File: src/rtl/div_unit.sv
// Multi-cycle radix-2 restoring divider for DIV/DIVU: quotient to LO, remainder to HI.
// Optional macro DIV_EARLY_OUT_EN: finish immediately when |dividend| < |divisor|.
module div_unit #(
  parameter int WIDTH = 32
) (
  input  logic             clk,
  input  logic             rst,
  input  logic             start,
  input  logic             signed_div,
  input  logic             annul,
  input  logic [WIDTH-1:0] opa,
  input  logic [WIDTH-1:0] opb,
  output logic             stall,
  output logic             ready,
  output logic [WIDTH-1:0] quo,
  output logic [WIDTH-1:0] rem
);

  localparam int               CNT_W   = $clog2(WIDTH) + 1;
  localparam logic [WIDTH-1:0] ONE     = 1;
  localparam logic [CNT_W-1:0] CNT_ONE = 1;
  localparam logic [CNT_W-1:0] CNT_LAST = CNT_W'(WIDTH - 1);

  typedef enum logic [1:0] {IDLE, BUSY, DONE} state_t;

  state_t           state, state_nxt;
  logic [CNT_W-1:0] count;
  logic [WIDTH-1:0] rem_acc, dvd, dvs;
  logic             sign_q, sign_r;

  function automatic logic [WIDTH-1:0] magnitude(input logic [WIDTH-1:0] v, input logic en);
    return (en && v[WIDTH-1]) ? (~v + ONE) : v;
  endfunction

  function automatic logic [WIDTH-1:0] cond_neg(input logic [WIDTH-1:0] v, input logic neg);
    return neg ? (~v + ONE) : v;
  endfunction

  logic [WIDTH-1:0] mag_a, mag_b;
  logic             div_zero, accept, early, last_iter, q_bit;
  logic [WIDTH:0]   shifted, diff;
  logic [WIDTH-1:0] rem_step, quo_step;

  assign mag_a     = magnitude(opa, signed_div);
  assign mag_b     = magnitude(opb, signed_div);
  assign div_zero  = (opb == '0);
  assign accept    = (state == IDLE) && start && !annul;
  assign last_iter = (count == CNT_LAST);

`ifdef DIV_EARLY_OUT_EN
  assign early = !div_zero && (mag_a < mag_b);
`else
  assign early = 1'b0;
`endif

  // One restoring step: the dividend MSB shifts into the partial remainder, quotient bit enters at the LSB
  assign shifted  = {rem_acc, dvd[WIDTH-1]};
  assign diff     = shifted - {1'b0, dvs};
  assign q_bit    = (shifted >= {1'b0, dvs});
  assign rem_step = q_bit ? diff[WIDTH-1:0] : shifted[WIDTH-1:0];
  assign quo_step = {dvd[WIDTH-2:0], q_bit};

  assign stall = accept || (state == BUSY);
  assign ready = (state == DONE);

  always_ff @(posedge clk or negedge rst) begin
    if (!rst) state <= IDLE;
    else      state <= state_nxt;
  end

  always_comb begin
    state_nxt = state;
    case (state)
      IDLE:    if (accept) state_nxt = (div_zero || early) ? DONE : BUSY;
      BUSY:    if (last_iter) state_nxt = DONE;
      DONE:    state_nxt = IDLE;
      default: state_nxt = IDLE;
    endcase
    if (annul) state_nxt = IDLE;
  end

  always_ff @(posedge clk or negedge rst) begin
    if (!rst) begin
      count   <= '0;
      rem_acc <= '0;
      dvd     <= '0;
      dvs     <= '0;
      sign_q  <= 1'b0;
      sign_r  <= 1'b0;
      quo     <= '0;
      rem     <= '0;
    end else if (accept) begin
      count   <= '0;
      rem_acc <= '0;
      dvd     <= mag_a;
      dvs     <= mag_b;
      sign_q  <= signed_div && (opa[WIDTH-1] ^ opb[WIDTH-1]);
      sign_r  <= signed_div && opa[WIDTH-1];
      if (div_zero) begin
        quo <= '1;
        rem <= opa;
      end else if (early) begin
        quo <= '0;
        rem <= opa;
      end
    end else if (state == BUSY && !annul) begin
      count   <= count + CNT_ONE;
      rem_acc <= rem_step;
      dvd     <= quo_step;
      if (last_iter) begin
        quo <= cond_neg(quo_step, sign_q);
        rem <= cond_neg(rem_step, sign_r);
      end
    end
  end

endmodule

File: config.mk
export PLATFORM = sky130hd
export DESIGN_NAME = div_unit
export DESIGN_NICKNAME = d
export VERILOG_FILES = /design/src/rtl/div_unit.sv
export SDC_FILE = /design/constraint.sdc
export NUM_CORES = 1
export LEC_CHECK = 0
export CAP_MARGIN = 20
export CORE_MARGIN = 2
export CORE_UTILIZATION = 50
export CTS_CLUSTER_SIZE = 14
export DETAILED_ROUTE_END_ITERATION = 10
export DONT_BUFFER_PORTS = 1
export PLACE_DENSITY_LB_ADDON = 0.15
export SYNTH_ARGS = -nofsm -noshare
export SYNTH_HDL_FRONTEND = slang
export SYNTH_SLANG_ARGS = --single-unit
File: constraint.sdc
create_clock -name clk -period 8.2 [get_ports clk]
set_input_delay 1.64 -clock clk [delete_from_list [all_inputs] [get_ports clk]]
set_output_delay 1.64 -clock clk [all_outputs]
set_load 0.005 [all_outputs]
==> impl_metrics.toml, run 1 <==
[detailed_routing]
num_vias = 11300
viasPerCell = 6.16
drtPass1Iterations = 6
drc = 0
wl_um = 37700
wl_per_cell_um = 20.5
drt_iter0_drc = 916
ant_nets = 0

[timing]
fin_worst_skew_ns = 0.0158
setup_slack_ns = 2.61
hold_viol = 0
max_freq_mhz = 179
setup_viol = 0
rsz0062_at_grt = "false"
slew_headroom_pct = 26.4
period_share_pct = 68.2
tightest_slew_ns = 1.10
slew_violations = 0
period_needed_ns = 5.59
setup_tns_ns = 0

[grt]
groute.usage.overall_pct = 29.4
grt_pass1_wl_um = 60500
grt_remaining_overflow = 0
antenna_found_initial = 0
grt_max_degree = 171
grt_pass1_vias = 11100

[critical_path]
max_stage_delay_ns = 0.55
reg2reg_depth = 19
critPathRequiredTime_ns = 8.53
crit_fanout = 53
path_cells = "ha_1 -> nand4_1 -> nor4_1 -> o2111ai_1 -> o211a_2 -> nand2_2 -> buf_4 -> nand2_1 -> o21ai_0 -> ha_1 -> inv_1 -> a2111oi_0 -> and3_1 -> nor4bb_1 -> o2bb2ai_1 -> nor4b_2 -> a21oi_1 -> xnor2_1 -> o221a_2"
critical_path_class = "reg -> reg"
r2r-end = "rem[26]"
r2r_slack_ns = 2.61
cp-start-kind = "flip-flop"
cp-end-kind = "flip-flop"
cp.arrival_ns = 5.92
critPathSlowestCell = "ha_1"
path_common_cell = "ha_1"
r2r_start = "rem_acc[7]"

[worst_hold_path]
holdPathEnd = "dvs[23]"
hold_path_startpoint = "dvs[23]"
hold_class = "reg -> reg"
holdPathStages = 2

[clock_network]
cts-buffers-inserted = 17
path_clk_slew_ns = 0.08
cts_tree = "built"
clkLatencyLatePin_ns = 0.44
cts_resized = 0
hold_buffers = 0
h-tree-depth = 4
root_buffer = "clkbuf_16"
clk_path_buf_depth = 2
cts_setup_buffers = 0
clock_sinks = 170

[final_layout]
nets = 1609
area_delta_synth_final_pct = 5.72
antenna-diode-count = 0
layout-drive-gt1-share_pct = 5.02

[power_and_ir_drop]
ir_drop_v = 0.000264
power_density_nw_per_um2 = 387
p_leak_uw = 0.00545

[die]
num_rows = 57
die_y_um = 161
ios = 135
start_util_pct = 50.9
dieArea_um2 = 26000
core_um2 = 24300
dieWidth_um = 161

[synthesis]
synth_edf_count = 0
ys_async_sr_fraction_pct = 100
syn_area_um2 = 12400
syn_avg_cell_area_um2 = 7.90
syn-num-nets = 1673
ys_seq_elements = 170
yosysWarnings = 0
synth_top_flop_cell = "dfrtp_1"
syn_inst = 1566
ys_seq_area_share_pct = 34.4
yosysUniqueCellTypes = 82

[placement]
dp_hpwl_um = 27900
port_buffers = 0
pre_cts_slack_ns = 2.30
place.gp.congestion = 0.944

[run_status]
status = "complete, no violations"

[job]
cap_violations = 0
## flip-flops by register name (all words and copies together), names as in the netlist
name	count
dvd	32
dvs	32
quo	32
rem	32
rem_acc	32
count	6
state	2
sign_q	1
sign_r	1
## layout make-up
type                            count  area (um^2)
Tap cell                          324          405
Clock buffer                       17          425
Multi-Input combinational cell   1253         7550
Timing Repair Buffer                8         60.1
Sequential cell                   170         4250
Inverter                           52          195
Fill cell                        2361        11200
Clock inverter                     14          184
## logic make-up (layout without fill, tap and decap cells)
family	after synthesis	after routing	share of synthesized area, %
compound gates	455	455	22.7
xor+xnor	133	133	9.42
flops	170	170	34.4
simple gates	606	606	23.0
mux	21	21	1.71
fa+ha+maj	38	38	3.90
buf+inv	143	91	4.78
## metal layers
| layer | share of wire (%) | GRT usage (%) | routed length, um |
|---|---|---|---|
| met1 | 44 | 38.9 | 16500 |
| met2 | 47 | 48.5 | 17500 |
| met3 | 6.9 | 5.86 | 2590 |
| met4 | 2.8 | 9.74 | 1060 |
| met5 | 0 | 0 | 0 |
## critical path, delay by kind of cell, from the launching register on
family / cells / cell delay (ns)
AOI/OAI and AO/OA: 7 / 1.46
adders and majority gates: 2 / 0.83
buffers and inverters: 2 / 0.60
and+or+nand+nor: 7 / 1.90
xor gates and xnor gates: 1 / 0.18
DFF: 1 / 0.51
## where the power goes
part	switching, uW	leakage (uW)	internal (uW)
clock network	402	0.000288	462
registers	237	0.00210	996
logic	1890	0.00306	1080
## how the worst max path moves through the flow
stage | from | end | slack, ns | cells after the start
after floorplan | rem_acc[8] | rem[30] | 3.23 | 22
after global placement | opb[3] | rem[20] | 2.35 | 14
after detailed placement | opb[3] | rem[20] | 2.30 | 14
after CTS | rem_acc[7] | rem[26] | 2.71 | 19
after global routing | rem_acc[7] | rem[26] | 2.22 | 19
final | rem_acc[7] | rem[26] | 2.61 | 19
## Yosys cell counts (all sizes together) (39+ instances only)
cell type	n	area, um^2
a21oi	129	653
xor2	72	631
nand2	220	828
inv	52	195
nor3	43	215
xnor2	61	534
buf	39	201
dfrtp	170	4250
o21ai	141	706
clkbuf	52	195
nor2	174	653
a31oi	45	282
## cells in the final DEF, fill, tap and decap left out, types with 37 or more instances in the layout
cell and instances:
a31oi_1 45, nor2_1 170, xor2_1 72, inv_1 50, xnor2_1 61, a21oi_1 127, o21ai_0 137, nor3_1 43
dfrtp_1 170, nand2_1 219, ha_1 37
## per-stage QoR
stage / util, % / hold WS (ns) / std cells / total power, uW / area, um^2
4_1_cts: 53.8 / 0.489 / 1838 / 5020 / 13100
3_3_place_gp: 51.3 / 0.461 / 1807 / 4130 / 12500
6_report: 53.8 / 0.481 / 1838 / 5060 / 13100
2_1_floorplan: - / 0.450 / 1566 / 3410 / 12400
5_1_grt: 53.8 / 0.513 / 1838 / 5430 / 13100
3_5_place_dp: 51.3 / 0.472 / 1807 / 4150 / 12500
(Power assumes the default switching activity.)
==> run 2: changes to the inputs <==
==> constraint.sdc (replaced) <==
create_clock -name clk -period 4.7 [get_ports clk]
set_input_delay 0.94 -clock clk [delete_from_list [all_inputs] [get_ports clk]]
set_output_delay 0.94 -clock clk [all_outputs]
set_load 0.005 [all_outputs]
==> run 2 against run 1 <==
Sequential cell count stayed put. Sequential share of layout area is 1.5 points lower. Non-clock buffer count is 45 higher. Register-to-register slack worse by 2.3 ns. Via count is 1.3% higher. Clock skew is 0.0034 ns lower. Routed wire length is 0.44% lower. Global-route usage is 0.50 points lower. Sequential power is 72% higher. Die area stayed put. Count of clock-buffer cells in the layout is 1 higher. Largest power group unchanged. Highest routed layer unchanged.
==> impl_metrics.toml, run 2 (same netlist as run 1, synthesis figures left out) <==
[timing]
tightest_slew_ns = 1.03
setup_tns_ns = 0
slew_headroom_pct = 31.0
setup_viol = 0
period_share_pct = 94.0
hold_viol = 0
fin_worst_skew_ns = 0.0124
max_freq_mhz = 226
slew_violations = 0
period_needed_ns = 4.42

[die]
dieWidth_um = 161
ios = 135
start_util_pct = 50.9
core_um2 = 24300
die_y_um = 161
dieArea_um2 = 26000
num_rows = 57

[clock_network]
clkLatencyLatePin_ns = 0.44
cts-buffers-inserted = 17
root_buffer = "clkbuf_16"
cts_tree = "built"
path_clk_slew_ns = 0.08
clk_path_buf_depth = 2
clock_sinks = 170
hold_buffers = 0
h-tree-depth = 4

[power_and_ir_drop]
ir_drop_v = 0.000331
power_density_nw_per_um2 = 684
p_total_uw = 9380
p_leak_uw = 0.00569

[grt]
antenna_found_initial = 0
grt_max_degree = 171
groute.usage.overall_pct = 28.9
grt_pass1_vias = 10800
grt_remaining_overflow = 0
grt_pass1_wl_um = 59900

[detailed_routing]
drc = 0
wl_um = 37500
ant_nets = 0
num_vias = 11500
dr_wl_met2_um = 17500
wl_met1_um = 16800
drt_iter0_drc = 930
topRoutingLayerUsed = "met4"
wl_per_cell_um = 19.9
wl_met3_um = 2390
viasPerCell = 6.09
drtPass1Iterations = 6

[critical_path]
critical_path_class = "reg -> reg"
cp-start-kind = "flip-flop"
r2r_start = "rem_acc[22]"
crit_fanout = 7
cp-startpoint = "rem_acc[22]"
cp-end-kind = "flip-flop"
critPathRequiredTime_ns = 5.02
cp.arrival_ns = 4.74

[final_layout]
mostFrequentLayoutCells = "218 x nand2_1, 169 x nor2_1, 168 x dfrtp_1"
finish.instance_area_um2 = 13700
antenna-diode-count = 0
layout_commonest_cell = "nand2_1"
layout-drive-gt1-share_pct = 10.1
nets = 1654
num-fill-cells = 2338
area_delta_synth_final_pct = 10.8
regArea_um2 = 4260
multi_input_area_um2 = 7800

[placement]
placed_cell_area_um2 = 12800
dp_hpwl_um = 28000
place.gp.congestion = 0.931
port_buffers = 0

[run_status]
status = "complete, no violations"

[job]
cap_violations = 0

[worst_hold_path]
hold_class = "in -> async"
==> run 2: cell count changes in the layout (fill, tap and decap cells not counted), sizes merged <==
cell and change:
clkbuf +1, buf +45, clkinvlp -2, clkinv +3, bufinv -1
==> run 2: worst paths after layout <==
path | end | slack, ns | depth (start not counted)
min | quo[4] | 0.19 | 0
max | rem[26] | 0.28 | 18
min reg2reg | dvs[2] | 0.48 | 2
max in group asynchronous | rem_acc[19] | 4.33 | 0
max reg2reg | rem[26] | 0.28 | 18
min in group clk | dvs[2] | 0.48 | 2
==> run 2: per-layer routing <==
| layer | global-route usage [%] | up-vias |
|---|---|---|
| met4 | 8.81 | 0 |
| met3 | 4.93 | 60 |
| li1 | - | 5546 |
| met1 | 39.9 | 5465 |
| met5 | 0 | - |
| met2 | 46.6 | 396 |
==> run 2: per-stage QoR <==
step | cells | setup slack, ns | util [%] | hold WS (ns)
after floorplan | 1566 | 0.0194 | - | 0.450
after detailed placement | 1848 | 0.0953 | 52.6 | 0.471
final | 1884 | 0.280 | 56.3 | 0.194
after global placement | 1848 | 0.225 | 52.6 | 0.463
after CTS | 1880 | 0.0924 | 55.2 | 0.185
after global routing | 1884 | -0.0450 | 56.3 | 0.174
==> run 2: cell type report <==
cell class | instances | share of cell area (%)
Inverter | 52 | 1.42
Sequential cell | 170 | 31.1
Tap cell | 324 | 2.96
Multi-Input combinational cell | 1253 | 56.9
Timing Repair Buffer | 53 | 3.09
Clock buffer | 18 | 3.20
Clock inverter | 14 | 1.31
==> run 2: worst max-delay path, cell delays in order, from the launching register on <==
cell,delay [ns]
dfrtp_1,0.45
ha_2,0.42
nand3_1,0.16
nor4_1,0.38
nand4_1,0.17
o211a_2,0.18
nand2_2,0.13
inv_2,0.06
mux2i_2,0.19
ha_1,0.20
inv_1,0.07
a2111oi_1,0.25
and3_1,0.25
nor4bb_4,0.30
o2bb2ai_2,0.13
nor4b_2,0.42
a21oi_1,0.13
xnor2_1,0.15
o221a_2,0.25
==> run 2: report_power, final <==
part	switching (uW)	total, uW	internal (uW)
registers	382	2120	1740
logic	3490	5760	2270
clock network	711	1490	781
total	4580	9380	4790
==> run 2: timing repair <==
action / in CTS / in global routing
endpoints found under the setup margin: 0 / 9
buffers inserted: 0 / 4
resized for setup: 0 / 51
==> run 3: changes to the inputs <==
--- a/config.mk
+++ b/config.mk
@@ -7,7 +7,7 @@
 export LEC_CHECK = 0
 export CAP_MARGIN = 20
 export CORE_MARGIN = 2
-export CORE_UTILIZATION = 50
+export CORE_UTILIZATION = 40
 export CTS_CLUSTER_SIZE = 14
 export DETAILED_ROUTE_END_ITERATION = 10
 export DONT_BUFFER_PORTS = 1
==> run 3 against run 2 <==
Clock skew is 0.0017 ns lower. Sequential power hardly changed. Die area is 24% higher. Count of clock-buffer cells in the layout stayed put. Core utilization is 12 points lower. Via count is 0.68% lower. Clock power is 4% lower. Global-route usage is 4.2 points lower. Maximum frequency is 2.3% lower. Power is 0.78% lower. Critical path type unchanged. Critical endpoint is now rem[30]. Largest power group unchanged. Highest routed layer unchanged.
==> impl_metrics.toml, run 3 (same netlist as run 1, synthesis figures left out) <==
[timing]
hold_slack_ns = 0.188
period_needed_ns = 4.53
fin_worst_skew_ns = 0.0107
period_share_pct = 96.3
setup_viol = 0
slew_headroom_pct = 31.9
hold_viol = 0
slew_violations = 0
max_freq_mhz = 221
tightest_slew_ns = 1.02

[die]
dieWidth_um = 180
start_util_pct = 40.5
die_y_um = 180
ios = 135
core_um2 = 30500
num_rows = 64
dieArea_um2 = 32300

[worst_hold_path]
hold_class = "in -> async"

[job]
cap_violations = 0

[critical_path]
crit_fanout = 7
path_delay_family = "simple AND/OR/NAND/NOR gates"
max_stage_delay_ns = 0.45
cp.arrival_ns = 4.85
r2r_slack_ns = 0.17
critPathRequiredTime_ns = 5.03
critical_path_class = "reg -> reg"
cp-start-kind = "flip-flop"
cp-end-kind = "flip-flop"
path_cells = "ha_1 -> nand4_1 -> nor4_4 -> nand2_1 -> o211a_2 -> nand2_2 -> inv_2 -> mux2i_2 -> ha_1 -> inv_1 -> a2111oi_1 -> and3_1 -> nor4bb_2 -> o2bb2ai_2 -> or2_0 -> o41a_1 -> xnor2_1 -> o22ai_1"
reg2reg_depth = 18
path_common_cell = "ha_1"
critPathBufInv = 2
r2r-end = "rem[30]"
crit_cells = 18
r2r_start = "rem_acc[23]"
critPathSlowestCell = "ha_1"

[grt]
grt_pass1_vias = 11100
antenna_found_initial = 0
grt_max_degree = 171
groute.usage.overall_pct = 24.7
grt_pass1_wl_um = 63200
grt_remaining_overflow = 0

[final_layout]
antenna-diode-count = 0
layout_commonest_cell = "nand2_1"
finish.instance_area_um2 = 13600
num-fill-cells = 3068
final_cells = 1963
layout-drive-gt1-share_pct = 9.00
area_delta_synth_final_pct = 10.1
nets = 1661
mostFrequentLayoutCells = "219 x nand2_1, 170 x dfrtp_1, 169 x nor2_1"

[clock_network]
h-tree-depth = 4
root_buffer = "clkbuf_16"
cts_setup_buffers = 0
clock_sinks = 170
clkLatencyLatePin_ns = 0.44
cts_tree = "built"
clk_path_buf_depth = 2
path_clk_slew_ns = 0.07
cts-buffers-inserted = 17
cts_resized = 0
hold_buffers = 0

[power_and_ir_drop]
p_total_uw = 9300
power_density_nw_per_um2 = 683
ir_drop_v = 0.000314
p_leak_uw = 0.00569

[detailed_routing]
viasPerCell = 5.80
drc = 0
wl_um = 40300
num_vias = 11400
wl_per_cell_um = 20.5
ant_nets = 0
drt_iter0_drc = 892
drtPass1Iterations = 5

[placement]
place.gp.congestion = 0.909
placed_cell_area_um2 = 13000
dp_cells = 1931
port_buffers = 0
dp_hpwl_um = 30800

[run_status]
status = "complete, no violations"
-- run 3: worst max path at each step --
stage / startpoint / endpoint / slack, ns
after floorplan: rem_acc[8] / rem[30] / 0.02
after global placement: rem_acc[21] / rem[30] / 0.11
after detailed placement: rem_acc[21] / rem[26] / 0.06
after CTS: rem_acc[21] / rem[26] / 0.04
after global routing: rem_acc[23] / rem[30] / -0.04
final: rem_acc[23] / rem[30] / 0.17
-- run 3: per-layer routing --
layer	GRT usage [%]	routed length (um)	up-vias
met5	0	0	-
met4	8.52	1180	0
met3	5.27	2350	62
met2	40.1	18300	356
met1	32.5	18500	5409
li1	-	-	5562
-- run 3: worst reg2reg max path, cell delays in order (launching register included) --
cell and delay, ns:
dfrtp_1 0.43, ha_1 0.45, nand4_1 0.21, nor4_4 0.38
nand2_1 0.11, o211a_2 0.27, nand2_2 0.12, inv_2 0.06
mux2i_2 0.20, ha_1 0.20, inv_1 0.06, a2111oi_1 0.26
and3_1 0.25, nor4bb_2 0.33, o2bb2ai_2 0.16, or2_0 0.27
o41a_1 0.43, xnor2_1 0.14, o22ai_1 0.10
-- run 3: final cells by class --
type / count / area, um^2 / area share, %
Clock buffer: 18 / 429 / 3.15
Multi-Input combinational cell: 1253 / 7640 / 56.1
Inverter: 52 / 195 / 1.43
Clock inverter: 14 / 140 / 1.03
Timing Repair Buffer: 60 / 463 / 3.40
Tap cell: 396 / 495 / 3.64
Sequential cell: 170 / 4250 / 31.2
-- run 3: per-stage QoR --
stage	TNS [ns]	utilization [%]	worst slack (ns)
final	0	44.6	0.174
after global placement	0	42.5	0.110
after global routing	-0.0715	44.6	-0.0388
after detailed placement	0	42.5	0.0593
after floorplan	0	-	0.0194
after CTS	0	44.3	0.0440
-- run 3: where the power goes --
| part | total, uW | switching, uW | internal [uW] | leakage (uW) |
|---|---|---|---|---|
| logic | 5760 | 3540 | 2220 | 0.00332 |
| registers | 2120 | 376 | 1740 | 0.00210 |
| clock network | 1430 | 684 | 746 | 0.000273 |
| total | 9300 | 4600 | 4700 | 0.00569 |
